$ cat config.mk
export PLATFORM = sky130hd
export DESIGN_NAME = iir_out_buffer
export DESIGN_NICKNAME = d
export VERILOG_FILES = /design/src/rtl/iir_out_buffer.sv
export SDC_FILE = /design/constraint.sdc
export NUM_CORES = 1
export LEC_CHECK = 0
export BUFFER_PORTS_ARGS = -buffer_cell sky130_fd_sc_hd__buf_2
export CORE_ASPECT_RATIO = 1.4
export CORE_MARGIN = 1.5
export CORE_UTILIZATION = 52
export DETAILED_ROUTE_END_ITERATION = 10
export GPL_ROUTABILITY_DRIVEN = 0
export MAX_ROUTING_LAYER = met4
export PLACE_DENSITY = 0.75
export SYNTH_ARGS = -nofsm -noshare
export SYNTH_HDL_FRONTEND = slang
export SYNTH_SLANG_ARGS = --single-unit
$ cat constraint.sdc
create_clock -name clk -period 2.35 [get_ports clk]
set_input_delay 0.47 -clock clk [delete_from_list [all_inputs] [get_ports clk]]
set_output_delay 0.47 -clock clk [all_outputs]
set_load 0.02 [all_outputs]
$ cat src/rtl/iir_out_buffer.sv
// Output elastic buffer behind filter_iir: captures every sample the filter presents and
// re-presents it through a valid/ready handshake, counting samples dropped on overflow.
module iir_out_buffer #(
   parameter int DW    = 8,
   parameter int DEPTH = 8,
   parameter int AW    = 3
) (
   input  logic          clk,
   input  logic          RST,
   input  logic [DW-1:0] DIN,
   input  logic          VIN,
   output logic [DW-1:0] DOUT,
   output logic          VOUT,
   input  logic          RDY,
   input  logic          CLR_OVF,
   output logic [AW:0]   LEVEL,
   output logic          FULL,
   output logic          EMPTY,
   output logic          OVF,
   output logic [7:0]    DROP_CNT
);

   localparam logic [AW:0] FULL_LEVEL = (AW+1)'(DEPTH);

   logic [DW-1:0] mem_q [DEPTH];
   logic [AW-1:0] wp_q, wp_d;
   logic [AW-1:0] rp_q, rp_d;
   logic [AW:0]   level_q, level_d;
   logic          ovf_q, ovf_d;
   logic [7:0]    drop_cnt_q, drop_cnt_d;

   logic full, empty, pop, push_acc, drop;

   // A full queue still accepts a push when the head leaves on the same edge.
   always_comb begin
      // NOTE: every signal gets a default first so no path leaves it unassigned (no latches).
      full       = (level_q == FULL_LEVEL);
      empty      = (level_q == '0);
      pop        = !empty && RDY;
      push_acc   = VIN && (!full || pop);
      drop       = VIN && full && !pop;
      wp_d       = push_acc ? wp_q + AW'(1) : wp_q;
      rp_d       = pop ? rp_q + AW'(1) : rp_q;
      level_d    = level_q + (AW+1)'(push_acc) - (AW+1)'(pop);
      ovf_d      = ovf_q;
      drop_cnt_d = drop_cnt_q;
      if (drop) begin
         ovf_d = 1'b1;
         if (CLR_OVF)
            drop_cnt_d = 8'd1;
         else if (drop_cnt_q != 8'hFF)
            drop_cnt_d = drop_cnt_q + 8'd1;
      end else if (CLR_OVF) begin
         ovf_d      = 1'b0;
         drop_cnt_d = '0;
      end
   end

   // NOTE: sequential state uses non-blocking assignments so every flop samples pre-edge values.
   always_ff @(posedge clk) begin
      if (RST) begin
         wp_q       <= '0;
         rp_q       <= '0;
         level_q    <= '0;
         ovf_q      <= 1'b0;
         drop_cnt_q <= '0;
      end else begin
         wp_q       <= wp_d;
         rp_q       <= rp_d;
         level_q    <= level_d;
         ovf_q      <= ovf_d;
         drop_cnt_q <= drop_cnt_d;
      end
   end

   // NOTE: storage has no reset; stale entries are unreachable once the pointers and level clear.
   always_ff @(posedge clk) begin
      if (push_acc)
         mem_q[wp_q] <= DIN;
   end

   assign DOUT     = empty ? '0 : mem_q[rp_q];
   assign VOUT     = !empty;
   assign LEVEL    = level_q;
   assign FULL     = full;
   assign EMPTY    = empty;
   assign OVF      = ovf_q;
   assign DROP_CNT = drop_cnt_q;

endmodule

==> flow_summary.ini, run 1 <==
[run_status]
status = finished, final reports clean

[route]
antenna_left = 0
viasPerCell = 5.737
drc = 0
wl_per_cell_um = 17.69
drt_iter0_markers = 217
drt_pass1_iterations = 4
drt_wl_total_um = 6246
vias = 2025

[final_layout]
final_common_cell = edfxtp_1
fillers = 510
final_cell_mix = edfxtp_1, buf_2, nor2_1
syn2layout_area_growth_pct = 14.63
fin_nets = 296
seq_area_um2 = 2366
fin_cells = 353
antenna_cells = 0
drive_gt1_share_pct = 32.62
multi_input_area_um2 = 1129

[die]
rows = 35
dieHeight_um = 100.5
initial_core_util_pct = 53.77
core_area_um2 = 6569
io_pins = 37
dieArea_um2 = 7303
fp.dieW_um = 72.66

[sta]
fin_worst_skew_ps = 10.18
hold_viol_final = 0
tightest_slew_ps = 835.9
fin_setup_tns_ps = 0
report.final.slew_viol_count = 0
finalSetupViolations = 0
max_freq_mhz = 450.4
holdWs_ps = 383.6
maxSlewHeadroom_pct = 44.07
period_minus_slack_ps = 2220
grt_setup_unrepaired = false
fin_crit_sh_pct = 94.47

[critical_path]
critPathMaxFanout = 8
start_kind = flip-flop
criticalPathCategory = flip-flop to output pin
worstPathRequired_ps = 1880
cp.arrival_ps = 1750
worstSetupEndpointType = output pin

[logic_synthesis]
syn_inst = 229
synthesis.area_um2 = 3532
yosysTopAreaCell = edfxtp_1
ys_seq_elements = 86
synth_top_area_share_pct = 54.41
synth_fp_nets = 251
ys_seq_area_share_pct = 66.88
postSynthAreaPerCell_um2 = 15.42
synthTopCellsByArea = edfxtp_1, dfxtp_1, mux4_2, ha_1, mux2i_1
ys_warn_count = 0
synth_cell_type_count = 41

[clock_tree]
cts_setup_buffers = 0
cts-root-buf = clkbuf_8
hold_buffers = 0
numCtsBuffers = 9
htreeDepth = 3
clkTransAtPathRegs_ps = 90
clk_path_buf_depth = 2
clk_latency_ps = 360
cts_tree = yes
cts_sinks = 86

[global_routing]
grt_use_met3_pct = 3.400
use_met2_pct = 31.55
grt.met1_usage_pct = 23.31
globalRouteOverflowTotal = 0
grt_usage_pct = 19.61
grt_start_max_net_pins = 17
grt_pass1_wl_um = 10030
top_usage_layer = met2
antenna_found_initial = 0
first_global_vias = 2006

[flow_run]
drv_cap = 0

[place]
port_buffers = 36
dp_hpwl_um = 4076
dp_cells = 336

[power]
power_uw = 4124
p_per_area_nw_per_um2 = 1019
irDropWorstVdd_v = 0.0006593
leakage_uw = 0.001421

[min_path]
hold_path.class = primary input to flip-flop
-- report_power, final --
group          switching, uW  total [uW]  internal [uW]
clock                    513         893            380
combinational            760        1390            634
sequential              79.9        1840           1760
total                   1350        4120           2770
-- kinds of logic (layout without fill, tap and decap cells) --
| group | after synthesis | in the layout | synth area share, % |
|---|---|---|---|
| flops | 86 | 86 | 66.88 |
| compound gates | 24 | 24 | 4.392 |
| xor+xnor | 5 | 5 | 1.240 |
| simple gates | 63 | 63 | 9.210 |
| mux | 26 | 26 | 13.04 |
| fa+ha+maj | 9 | 9 | 3.401 |
| buf+inv | 16 | 66 | 1.842 |
-- worst paths after layout --
path         startpoint          end  slack [ps]  cells after the start
min reg2reg         OVF          OVF         480                      2
max           flip-flop      DOUT[6]         130                      5
min              DIN[6]  mem_q[1][6]         380                      1
max reg2reg    LEVEL[2]     LEVEL[2]         170                      9
-- per-stage QoR --
stage               cell area (um2)  utilization [%]  setup slack, ps
finish                         4049            61.64            129.9
global route                   4049            61.64            8.777
CTS                            4006            60.99            5.295
detailed placement             3839            58.44            39.50
global placement               3839            58.44            142.8
floorplan                      3546                -            2.719
-- cell usage after synthesis, drive strengths merged --
master / instances
nand2: 7
or2: 3
a31o: 1
inv: 4
fa: 1
nand3: 7
and3: 2
edfxtp: 64
xnor2: 2
clkbuf: 5
a21oi: 9
nor2b: 3
a21o: 1
mux4: 16
ha: 8
o211ai: 2
a31oi: 2
or3b: 2
nor3: 4
o31ai: 2
clkinv: 2
xor2: 3
a211oi: 2
o32ai: 1
buf: 5
mux2i: 10
o21ai: 2
or3: 2
nand2b: 4
and4: 2
a41oi: 1
nor2: 24
or4: 2
nand4: 1
dfxtp: 22
o41ai: 1
-- per-layer routing --
metal	vias up	share of wire, %	wire [um]
li1	967	-	-
met1	984	42	2619
met2	60	52	3239
met3	14	3.8	235
met4	0	2.4	152
met5	-	0	0
-- sequential cells by signal, indices dropped and copies added (netlist names), named ones only --
register,flops
OVF,1
DROP_CNT,8
rp_q,3
mem_q,64
LEVEL,4
wp_q,3
-- repair_timing --
action                     in CTS  in global routing
resized for setup               1                  5
setup endpoints to repair       9                 12
cloned                          0                  1
pin swaps                       0                  0
-- final cells by class --
class	instances	share of cell area (%)
timing repair buffer	44	6.675
clock inverter	6	0.9580
multi-input combinational	127	27.87
clock buffer	10	3.152
tap	74	2.287
sequential	86	58.44
inverter	6	0.6180
-- critical path, stage by stage, from the launching register on --
cell     delay, ps
dfxtp_4        380
buf_12         140
mux4_2         500
mux2i_1        160
nor2_1          60
buf_2          160
(Power assumes the default switching activity.)
==> inputs of run 2 (changes only) <==
- CORE_UTILIZATION: 52 -> 55
- CTS_BUF_LIST: unset -> sky130_fd_sc_hd__clkbuf_8
- HOLD_SLACK_MARGIN: unset -> 0.15
- PLACE_DENSITY: 0.75 -> 0.78
==> flow_summary.ini, run 2 (same netlist as run 1, synthesis figures left out) <==
[die]
core_area_um2 = 6211
initial_core_util_pct = 56.87
fp.dieW_um = 70.73
dieHeight_um = 97.82
rows = 34
io_pins = 37
dieArea_um2 = 6919

[global_routing]
antenna_found_initial = 0
grt_pass1_wl_um = 9735
grt_start_max_net_pins = 17
first_global_vias = 1972
grt_usage_pct = 19.35
globalRouteOverflowTotal = 0

[power]
p_per_area_nw_per_um2 = 1051
leakage_uw = 0.001448
power_uw = 4310
irDropWorstVdd_v = 0.0008118

[final_layout]
drive_gt1_share_pct = 33.93
largest_reg_flops = 64
final_cell_mix = edfxtp_1, buf_2, nor2_1
fin_cells = 352
multi_input_area_um2 = 1129
fin_nets = 297
seq_area_um2 = 2366
top_register = mem_q
syn2layout_area_growth_pct = 16.05
fillers = 439
final_common_cell = edfxtp_1
antenna_cells = 0
design_area_um2 = 4099

[sta]
grt_setup_unrepaired = true
period_minus_slack_ps = 2285
fin_worst_skew_ps = 5.507
finalSetupViolations = 0
hold_viol_final = 0
report.final.slew_viol_count = 0
fin_setup_tns_ps = 0
fin_crit_sh_pct = 97.22
maxSlewHeadroom_pct = 42.51
tightest_slew_ps = 859.1
max_freq_mhz = 437.7
holdWs_ps = 376.9

[place]
dp_cells = 335
placed_area_um2 = 3844
port_buffers = 36
dp_hpwl_um = 3964

[clock_tree]
numCtsBuffers = 9
clk_path_buf_depth = 2
cts_sinks = 86
cts_tree = yes
htreeDepth = 3
clk_latency_ps = 350
cts-root-buf = clkbuf_8
clkTransAtPathRegs_ps = 90
cts_setup_buffers = 0

[route]
drt_wl_total_um = 6064
drt_pass1_iterations = 4
vias = 2029
viasPerCell = 5.764
wl_per_cell_um = 17.23
drt_iter0_markers = 158
drc = 0
antenna_left = 0

[critical_path]
worstSetupEndpointType = output pin
critPathMaxFanout = 8
start_kind = flip-flop
criticalPathCategory = flip-flop to output pin
worstPathRequired_ps = 1880
cp.arrival_ps = 1810

[flow_run]
drv_cap = 0

[min_path]
hold_path.class = primary input to flip-flop

[run_status]
status = finished, final reports clean
[run 2: final cells by class]
cell class              count  area share [%]
inverters                   6          0.7021
multi-input cells         127           27.53
repair buffers             45           6.838
clock buffers               9           3.022
clock inverters             7           1.984
well taps                  72           2.198
flip-flops and latches     86           57.72
[run 2: path summary, 6_finish.rpt]
path | slack (ps) | startpoint | cells after the start | endpoint
min reg2reg | 480 | OVF | 2 | OVF
max | 70 | flip-flop | 5 | DOUT[7]
min | 380 | DIN[3] | 1 | mem_q[1][3]
max reg2reg | 180 | LEVEL[2] | 9 | LEVEL[2]
[run 2: timing repair]
item / in CTS / in global routing
gates cloned: 1 / 0
setup endpoints to repair: 9 / 12
gates resized for setup: 5 / 4
hold buffers: 0 / 0
hold endpoints to repair: 0 / 0
pin swaps: 0 / 0
[run 2: worst max-delay path, cell delays in order (launching register included)]
cell,delay [ps]
dfxtp_4,410
buf_12,150
mux4_2,510
mux2i_2,180
nor2_1,60
buf_2,160
[run 2: stage by stage]
step                util (%)  setup WS (ps)
finish                 66.00          65.42
CTS                    65.77          1.430
global placement       61.89          128.8
detailed placement     61.89          94.00
floorplan                  -          2.719
global route           66.00         -11.56
[run 2: routing by layer]
metal | GRT usage [%] | part of all wire (%) | vias up
met3 | 3.406 | 4.7 | 7
met4 | 8.708 | 1.2 | 0
met2 | 31.92 | 53 | 74
met1 | 23.19 | 41 | 979
li1 | - | - | 969
met5 | - | 0 | -
[run 2: power by group]
group	total (uW)	internal (uW)	switching [uW]
Combinational	1420	664	755
Sequential	1850	1760	87.6
Clock	1050	504	542
Total	4310	2930	1380
